### config.mk
export PLATFORM = sky130hd
export DESIGN_NAME = conv_result_streamer
export DESIGN_NICKNAME = d
export VERILOG_FILES = /design/src/rtl/conv_result_streamer.sv
export SDC_FILE = /design/constraint.sdc
export NUM_CORES = 1
export LEC_CHECK = 0
export BUFFER_PORTS_ARGS = -buffer_cell sky130_fd_sc_hd__clkbuf_2
export CAP_MARGIN = 5
export CORE_ASPECT_RATIO = 1.4
export CORE_MARGIN = 2
export CORE_UTILIZATION = 55
export CTS_BUF_LIST = sky130_fd_sc_hd__clkbuf_8
export DETAILED_ROUTE_END_ITERATION = 8
export PLACE_DENSITY = 0.78
export SYNTH_ARGS = -nofsm -noshare
export SYNTH_HDL_FRONTEND = slang
export SYNTH_SLANG_ARGS = --single-unit
### constraint.sdc
create_clock -name clk -period 6.3 [get_ports clk]
set_input_delay 0.63 -clock clk [delete_from_list [all_inputs] [get_ports clk]]
set_output_delay 0.63 -clock clk [all_outputs]
set_load 0.02 [all_outputs]
### src/rtl/conv_result_streamer.sv
// Streams MEM_Z words 0..size-1 on valid/ready after done_i; first valid two edges after done_i, 1 word/cycle.
// Backpressure: a 2-entry FWFT FIFO holds data stable while stalled; RAM reads are only issued when a slot is guaranteed.
module conv_result_streamer #(
    parameter int DATA_WIDTH_OUT    = 16,
    parameter int ADDRESS_WIDTH_OUT = 6
) (
    input  logic                         clk,
    input  logic                         rst,
    input  logic                         done_i,
    input  logic [ADDRESS_WIDTH_OUT:0]   size_z_i,
    output logic [ADDRESS_WIDTH_OUT-1:0] mem_z_addr_o,
    input  logic [DATA_WIDTH_OUT-1:0]    mem_z_data_i,
    output logic [DATA_WIDTH_OUT-1:0]    m_data_o,
    output logic                         m_valid_o,
    input  logic                         m_ready_i,
    output logic                         m_last_o,
    output logic                         busy_o,
    output logic                         done_o
);

    localparam int CW = ADDRESS_WIDTH_OUT + 1;
    localparam logic [CW-1:0] MAX_SIZE = {1'b1, {ADDRESS_WIDTH_OUT{1'b0}}};

    typedef enum logic [1:0] {
        S_IDLE,
        S_STREAM,
        S_FINISH
    } state_t;

    state_t              state_q, state_d;
    logic [CW-1:0]       size_q, size_d;
    logic [CW-1:0]       rd_ptr_q, rd_ptr_d;
    logic [CW-1:0]       beat_cnt_q, beat_cnt_d;
    logic                inflight_q, inflight_d;

    logic [DATA_WIDTH_OUT-1:0] fifo_mem_q [2];
    logic                wr_idx_q, wr_idx_d;
    logic                rd_idx_q, rd_idx_d;
    logic [1:0]          occ_q, occ_d;

    logic [CW-1:0]       size_clamped;
    logic                fifo_vld;
    logic                beat;
    logic                last_word;
    logic                issue;
    logic                push;
    logic                pop;
    logic [2:0]          pending;

    assign size_clamped = (size_z_i > MAX_SIZE) ? MAX_SIZE : size_z_i;
    assign fifo_vld     = (occ_q != 2'd0);
    assign beat         = fifo_vld & m_ready_i;
    assign last_word    = (beat_cnt_q == (size_q - CW'(1)));
    assign pending      = {1'b0, occ_q} + {2'b00, inflight_q};
    // A beat frees a slot this edge, so a read may be issued even when both slots are spoken for.
    assign issue        = (state_q == S_STREAM) && (rd_ptr_q < size_q)
                          && ((pending < 3'd2) || beat);
    assign push         = inflight_q;
    assign pop          = beat;

    always_comb begin
        state_d    = state_q;
        size_d     = size_q;
        rd_ptr_d   = rd_ptr_q;
        beat_cnt_d = beat_cnt_q;
        inflight_d = issue;
        case (state_q)
            S_IDLE: begin
                if (done_i) begin
                    size_d     = size_clamped;
                    rd_ptr_d   = '0;
                    beat_cnt_d = '0;
                    state_d    = (size_clamped == '0) ? S_FINISH : S_STREAM;
                end
            end
            S_STREAM: begin
                if (issue) begin
                    rd_ptr_d = rd_ptr_q + CW'(1);
                end
                if (beat) begin
                    beat_cnt_d = beat_cnt_q + CW'(1);
                    if (last_word) begin
                        state_d = S_FINISH;
                    end
                end
            end
            S_FINISH: begin
                rd_ptr_d = '0;
                state_d  = S_IDLE;
            end
            default: begin
                state_d = S_IDLE;
            end
        endcase
    end

    always_comb begin
        wr_idx_d = push ? ~wr_idx_q : wr_idx_q;
        rd_idx_d = pop ? ~rd_idx_q : rd_idx_q;
        occ_d    = occ_q + {1'b0, push} - {1'b0, pop};
    end

    always_ff @(posedge clk) begin
        if (!rst) begin
            state_q    <= S_IDLE;
            size_q     <= '0;
            rd_ptr_q   <= '0;
            beat_cnt_q <= '0;
            inflight_q <= 1'b0;
            wr_idx_q   <= 1'b0;
            rd_idx_q   <= 1'b0;
            occ_q      <= 2'd0;
        end else begin
            state_q    <= state_d;
            size_q     <= size_d;
            rd_ptr_q   <= rd_ptr_d;
            beat_cnt_q <= beat_cnt_d;
            inflight_q <= inflight_d;
            wr_idx_q   <= wr_idx_d;
            rd_idx_q   <= rd_idx_d;
            occ_q      <= occ_d;
        end
    end

    always_ff @(posedge clk) begin
        if (!rst) begin
            fifo_mem_q[0] <= '0;
            fifo_mem_q[1] <= '0;
        end else if (push) begin
            fifo_mem_q[wr_idx_q] <= mem_z_data_i;
        end
    end

    always_ff @(posedge clk) begin
        if (rst) begin
            assert (!(push && !pop && (occ_q == 2'd2)));
        end
    end

    assign mem_z_addr_o = rd_ptr_q[ADDRESS_WIDTH_OUT-1:0];
    assign m_valid_o    = fifo_vld;
    assign m_data_o     = fifo_vld ? fifo_mem_q[rd_idx_q] : '0;
    assign m_last_o     = fifo_vld && (state_q == S_STREAM) && last_word;
    assign busy_o       = (state_q == S_STREAM);
    assign done_o       = (state_q == S_FINISH);

endmodule

# Yosys cells after proc, flatten, opt, wreduce, memory -nomap -nowiden
# Memories as Yosys holds them, arrays and structs flattened. A register that Yosys moved wholly into a read port is not among the register bits.
# Cells that the tools add are included.
# op_classes
n_addsub	6
n_lt_le_gt_ge	3
eq_ne	7
muxes	21
bitwise	3
n_reduce_logical	15
# op_table
op	n
$mux W16	2
$mux W7	4
$pmux W7 S3	1
$reduce_or A16 Y1	1
$add A7 B1 Y7 const B	2
$pmux W7 S2	1
$reduce_and A3 Y1	3
$mux W1	8
$mux W2	4
$eq A7 B7 Y1	1
$gt A7 B7 Y1 const B	1
$logic_not A7 Y1	1
$lt A7 B7 Y1	1
$sub A7 B1 Y7 const B	1
$ne A2 B1 Y1 const B	3
$logic_and A1 B1 Y1	4
$pmux W2 S2	1
$reduce_bool A2 Y1	2
$add A2 B1 Y3	1
$lt A3 B2 Y1 const B	1
$reduce_bool A3 Y1	1
$add A2 B1 Y2	1
$eq A2 B1 Y1 const B	1
$eq A2 B2 Y1 const B	1
other kinds (7)	8
# totals
ff_bits	28
ram_bits	32
in_bits	27
output_inout_bits	26
mem_count	1
# mem_list
name	words	width	rd	rd_clocked_by_memory_dff	wr	line	text
fifo_mem_q	2	16	1	1	2	36	logic [DATA_WIDTH_OUT-1:0] fifo_mem_q [2];

# Longest topological paths before layout
# depth
ltp_word	6
mapped_depth	9

# Least setup slack after synthesis
# OpenSTA, ideal clock, no wires.
# synth_path
path_kind	register -> output
startpoint	register size_q[0]
endpoint	output port m_last_o
arrival_time_ns	2.078
t_required_ns	5.670
setup_slack_ns	3.592
path_stages_with_launch	9
path_buffers	0
cell_sequence	dfxtp_1 -> inv_1 -> ha_1 -> xor2_1 -> xnor2_1 -> nand3_1 -> or4_4 -> a21o_1 -> nor3_2
# synth_via
elab_chain_len	3
# synth_rtl
item	line	text
from (decl)	31	logic [CW-1:0] size_q, size_d;
from (signal assigned)	115	size_q <= size_d;
$sub A7 B1 Y7	53	assign last_word = (beat_cnt_q == (size_q - CW'(1)));
$eq A7 B7 Y1	53	
$logic_and A1 B1 Y1	143	assign m_last_o = fifo_vld && (state_q == S_STREAM) && last_word;
to (decl)	16	output logic m_last_o,
# Every way passes these cells.

# Final worst setup path
# Ends and elaborated chain as after synthesis.

==> run summary <==
### Status
- **status** completed

### STA
- **final count of pins violating max slew** 0
- **final-report setup violation count** 0
- **relative slew slack** 16.2%
- **setup repair after global routing missed its margin** false
- **clock period minus final worst setup slack** 3.26 ns
- **final hold viol count** 0
- **transition time at the pin with the least slew margin** 1.24 ns
- **post-route clock skew** 0.00713 ns
- **maximum frequency from static timing analysis** 307 MHz
- **fin crit share** 51.7%
- **setup TNS** 0 ns

### Placement
- **cell area after placement** 0.00341 mm^2
- **global placer's final weighted congestion** 0.810
- **count of input and output buffers** 52
- **half-perimeter wire length after detailed placement** 4530 um

### Synthesis
- **share of the synthesized area in the top cell type** 30.8%
- **Synth Instances** 313
- **dominant register cell in the synthesized netlist** sky130_fd_sc_hd__edfxtp_1
- **asr flop ratio synth** 0%
- **most frequent cell after synthesis** sky130_fd_sc_hd__and2_1
- **Synth Net Count** 351
- **synthesized area per cell** 9.98 um^2
- **sequential fraction of the synthesis area** 49.4%
- **top cells by area, synth** sky130_fd_sc_hd__edfxtp_1, sky130_fd_sc_hd__dfxtp_1, sky130_fd_sc_hd__and2_1
- **Unique masters post-synth** 44
- **#FFs+latches synth** 61
- **cell taking the most area after synthesis** sky130_fd_sc_hd__edfxtp_1
- **number of flops mapped to enable cells by yosys** 32
- **Post-Synthesis Cell Area** 0.00312 mm^2
- **Yosys warnings** 0
- **Post-synth top cells** sky130_fd_sc_hd__and2_1, sky130_fd_sc_hd__edfxtp_1, sky130_fd_sc_hd__nor2_1

### Critical path
- **number of cells on the worst reg-to-reg path** 8
- **Worst setup SP type** register
- **CP arrival** 2.63 ns
- **FF-to-FF setup slack** 3.70 ns
- **Critical Path Sink Type** output port
- **critical-path maximum fanout** 7
- **capture instance of the worst register-to-register path** rd_ptr_q[5]$_SDFFE_PN0P_
- **Crit path required time** 5.67 ns
- **Crit Path Class** register to output port
- **worst reg2reg startpoint** size_q[6]$_SDFFE_PN0P_

### Detailed routing
- **router iterations before antenna repair** 4
- **per-cell routed wire length** 14.5 um
- **number of nets with antenna violations after detailed routing** 0
- **vias per cell** 5.43
- **DRC violation count after routing** 0
- **vias after detailed routing** 2374
- **Detailed Route Iter0 Violations** 130
- **detailed-route wire length** 6330 um

### Final layout
- **sequential cell area** 0.00154 mm^2
- **Fill cells** 438
- **Antenna Cells** 0
- **net count of the finished layout** 402
- **layout-stage area growth over the synthesis result** 15.3%
- **fraction of final layout cells sized beyond drive strength 1** 20.1%
- **Multi-input gate area** 0.00144 mm^2
- **post-route standard cell area excluding fillers** 0.00360 mm^2

### Clock tree
- **maximum count of clock buffers along a single path** 2
- **clock-pin slew on the worst setup and hold paths** 0.07 ns
- **number of cells upsized or downsized after cts** 0
- **hold_buf cts** 0
- **post-CTS setup-driven buffer insertion count** 0
- **Clock H-tree levels** 3
- **Clk Latency, worst-skew pair** 0.33 ns
- **CTS tree** built
- **clock buffer count from CTS** 9
- **root cell of the clock tree** sky130_fd_sc_hd__clkbuf_8
- **Clock Sink Count** 61

### Floorplan
- **I/O pin count** 53
- **width of the chip** 67.7 um
- **die area** 0.00631 mm^2
- **die height** 93.2 um
- **Core Box Area** 0.00549 mm^2
- **starting utilization of the core area** 56.9%
- **number of placement rows** 32

### Run
- **max-cap violation count** 0

### Hold path
- **worst hold stages** 2
- **Min-Delay Path Class** register to register
- **Min-Delay Startpoint** rd_idx_q$_SDFFE_PN0P_

### Global route
- **overall routing resource usage** 23.1%
- **number of global-route vias before repair** 2431
- **GRT overflow** 0
- **antenna violations before repair** 0
- **first-pass GRT wire length** 10800 um
- **pin count of the biggest net entering global routing** 18

### Pwr
- **leak pwr** 1.46 nW
- **power density cells** 300 mW/mm^2
- **peak supply drop** 0.217 mV

==> power by group <==
group          internal [mW]  total [mW]  switching [mW]  leakage (nW)
Combinational          0.101       0.265           0.164         0.797
Sequential             0.444       0.479          0.0351         0.567
Clock                  0.180       0.336           0.156         0.100
==> cell type report <==
type | instances | area share, %
Tap cell | 68 | 2.36
Clock buffer | 9 | 3.44
Inverter | 17 | 1.77
Clock inverter | 7 | 1.84
Sequential cell | 61 | 42.8
Multi-Input combinational cell | 220 | 39.9
Timing Repair Buffer | 55 | 7.85
==> critical path, cell delays in order (launching register included) <==
cell                       delay [ns]
sky130_fd_sc_hd__dfxtp_1         0.44
sky130_fd_sc_hd__inv_1           0.10
sky130_fd_sc_hd__ha_1            0.28
sky130_fd_sc_hd__xor2_1          0.21
sky130_fd_sc_hd__xnor2_1         0.14
sky130_fd_sc_hd__nand3_1         0.10
sky130_fd_sc_hd__or4_4           0.52
sky130_fd_sc_hd__a21o_1          0.20
sky130_fd_sc_hd__nor3_2          0.12
sky130_fd_sc_hd__clkbuf_2        0.19
==> stage by stage <==
stage,total power [mW],worst slack (ns),hold slack [ns],utilization [%],std cells
after floorplan,0.665,3.59,0.446,-,313
after global placement,0.748,3.47,0.475,62.2,421
after detailed placement,0.754,3.40,0.481,62.2,421
after CTS,1.09,3.03,0.506,65.6,437
after global routing,1.14,2.85,0.522,65.6,437
final,1.08,3.04,0.505,65.6,437
==> metal layers <==
layer,GRT usage (%),vias up,part of all wire [%],wire length (um)
li1,-,1205,-,-
met3,5.66,16,4.5,282
met4,10.5,0,2.7,170
met5,0,-,0,0
met1,26.0,1089,40,2510
met2,39.9,64,53,3370
==> registers in the layout (all words and copies together), names as in the netlist, named ones only <==
register,flops
fifo_mem_q,32
size_q,7
state_q,2
rd_ptr_q,7
wr_idx_q,1
occ_q,2
beat_cnt_q,7
inflight_q,1
rd_idx_q,1
==> kinds of logic (layout without fill, tap and decap cells) <==
family                   count (synthesis)  in the layout  synth area share, %
buffers and inverters                   32             88                 4.61
XOR/XNOR                                17             17                 4.77
multiplexers                            18             18                 5.77
adder cells (fa/ha/maj)                 11             11                 4.41
flip-flops                              61             61                 49.4
AND/OR/NAND/NOR                        124            124                 21.3
AO/OA/AOI/OAI                           50             50                 9.82
==> how the worst max path moves through the flow <==
stage	startpoint	end	slack, ns	cells after the start
2_1_floorplan	size_q[0]$_SDFFE_PN0P_	m_last_o	3.59	8
3_3_place_gp	size_q[0]$_SDFFE_PN0P_	m_last_o	3.47	9
3_5_place_dp	size_q[0]$_SDFFE_PN0P_	m_last_o	3.40	9
4_1_cts	size_q[0]$_SDFFE_PN0P_	m_last_o	3.03	9
5_1_grt	size_q[0]$_SDFFE_PN0P_	m_last_o	2.85	9
6_report	size_q[0]$_SDFFE_PN0P_	m_last_o	3.04	9
==> cells in the final DEF, fill, tap and decap left out, types with 2 or more instances in the layout <==
cell	n
sky130_fd_sc_hd__o41ai_1	2
sky130_fd_sc_hd__xnor2_1	10
sky130_fd_sc_hd__a31oi_1	5
sky130_fd_sc_hd__o211ai_1	6
sky130_fd_sc_hd__buf_4	3
sky130_fd_sc_hd__or3_1	3
sky130_fd_sc_hd__nor2_1	31
sky130_fd_sc_hd__clkinv_4	2
sky130_fd_sc_hd__and2_1	33
sky130_fd_sc_hd__a21o_1	3
sky130_fd_sc_hd__a21oi_1	13
sky130_fd_sc_hd__nand4_1	4
sky130_fd_sc_hd__clkbuf_2	52
sky130_fd_sc_hd__clkbuf_8	9
sky130_fd_sc_hd__dfxtp_1	29
sky130_fd_sc_hd__mux2i_1	18
sky130_fd_sc_hd__nand2_1	17
sky130_fd_sc_hd__edfxtp_1	32
sky130_fd_sc_hd__nor3_1	5
sky130_fd_sc_hd__nand3_1	7
sky130_fd_sc_hd__and3_1	2
sky130_fd_sc_hd__nand2b_1	10
sky130_fd_sc_hd__xor2_1	7
sky130_fd_sc_hd__ha_1	11
sky130_fd_sc_hd__o21ai_0	13
sky130_fd_sc_hd__inv_1	17
sky130_fd_sc_hd__clkinv_2	3
Note: power is estimated with default switching activity, not from simulation.
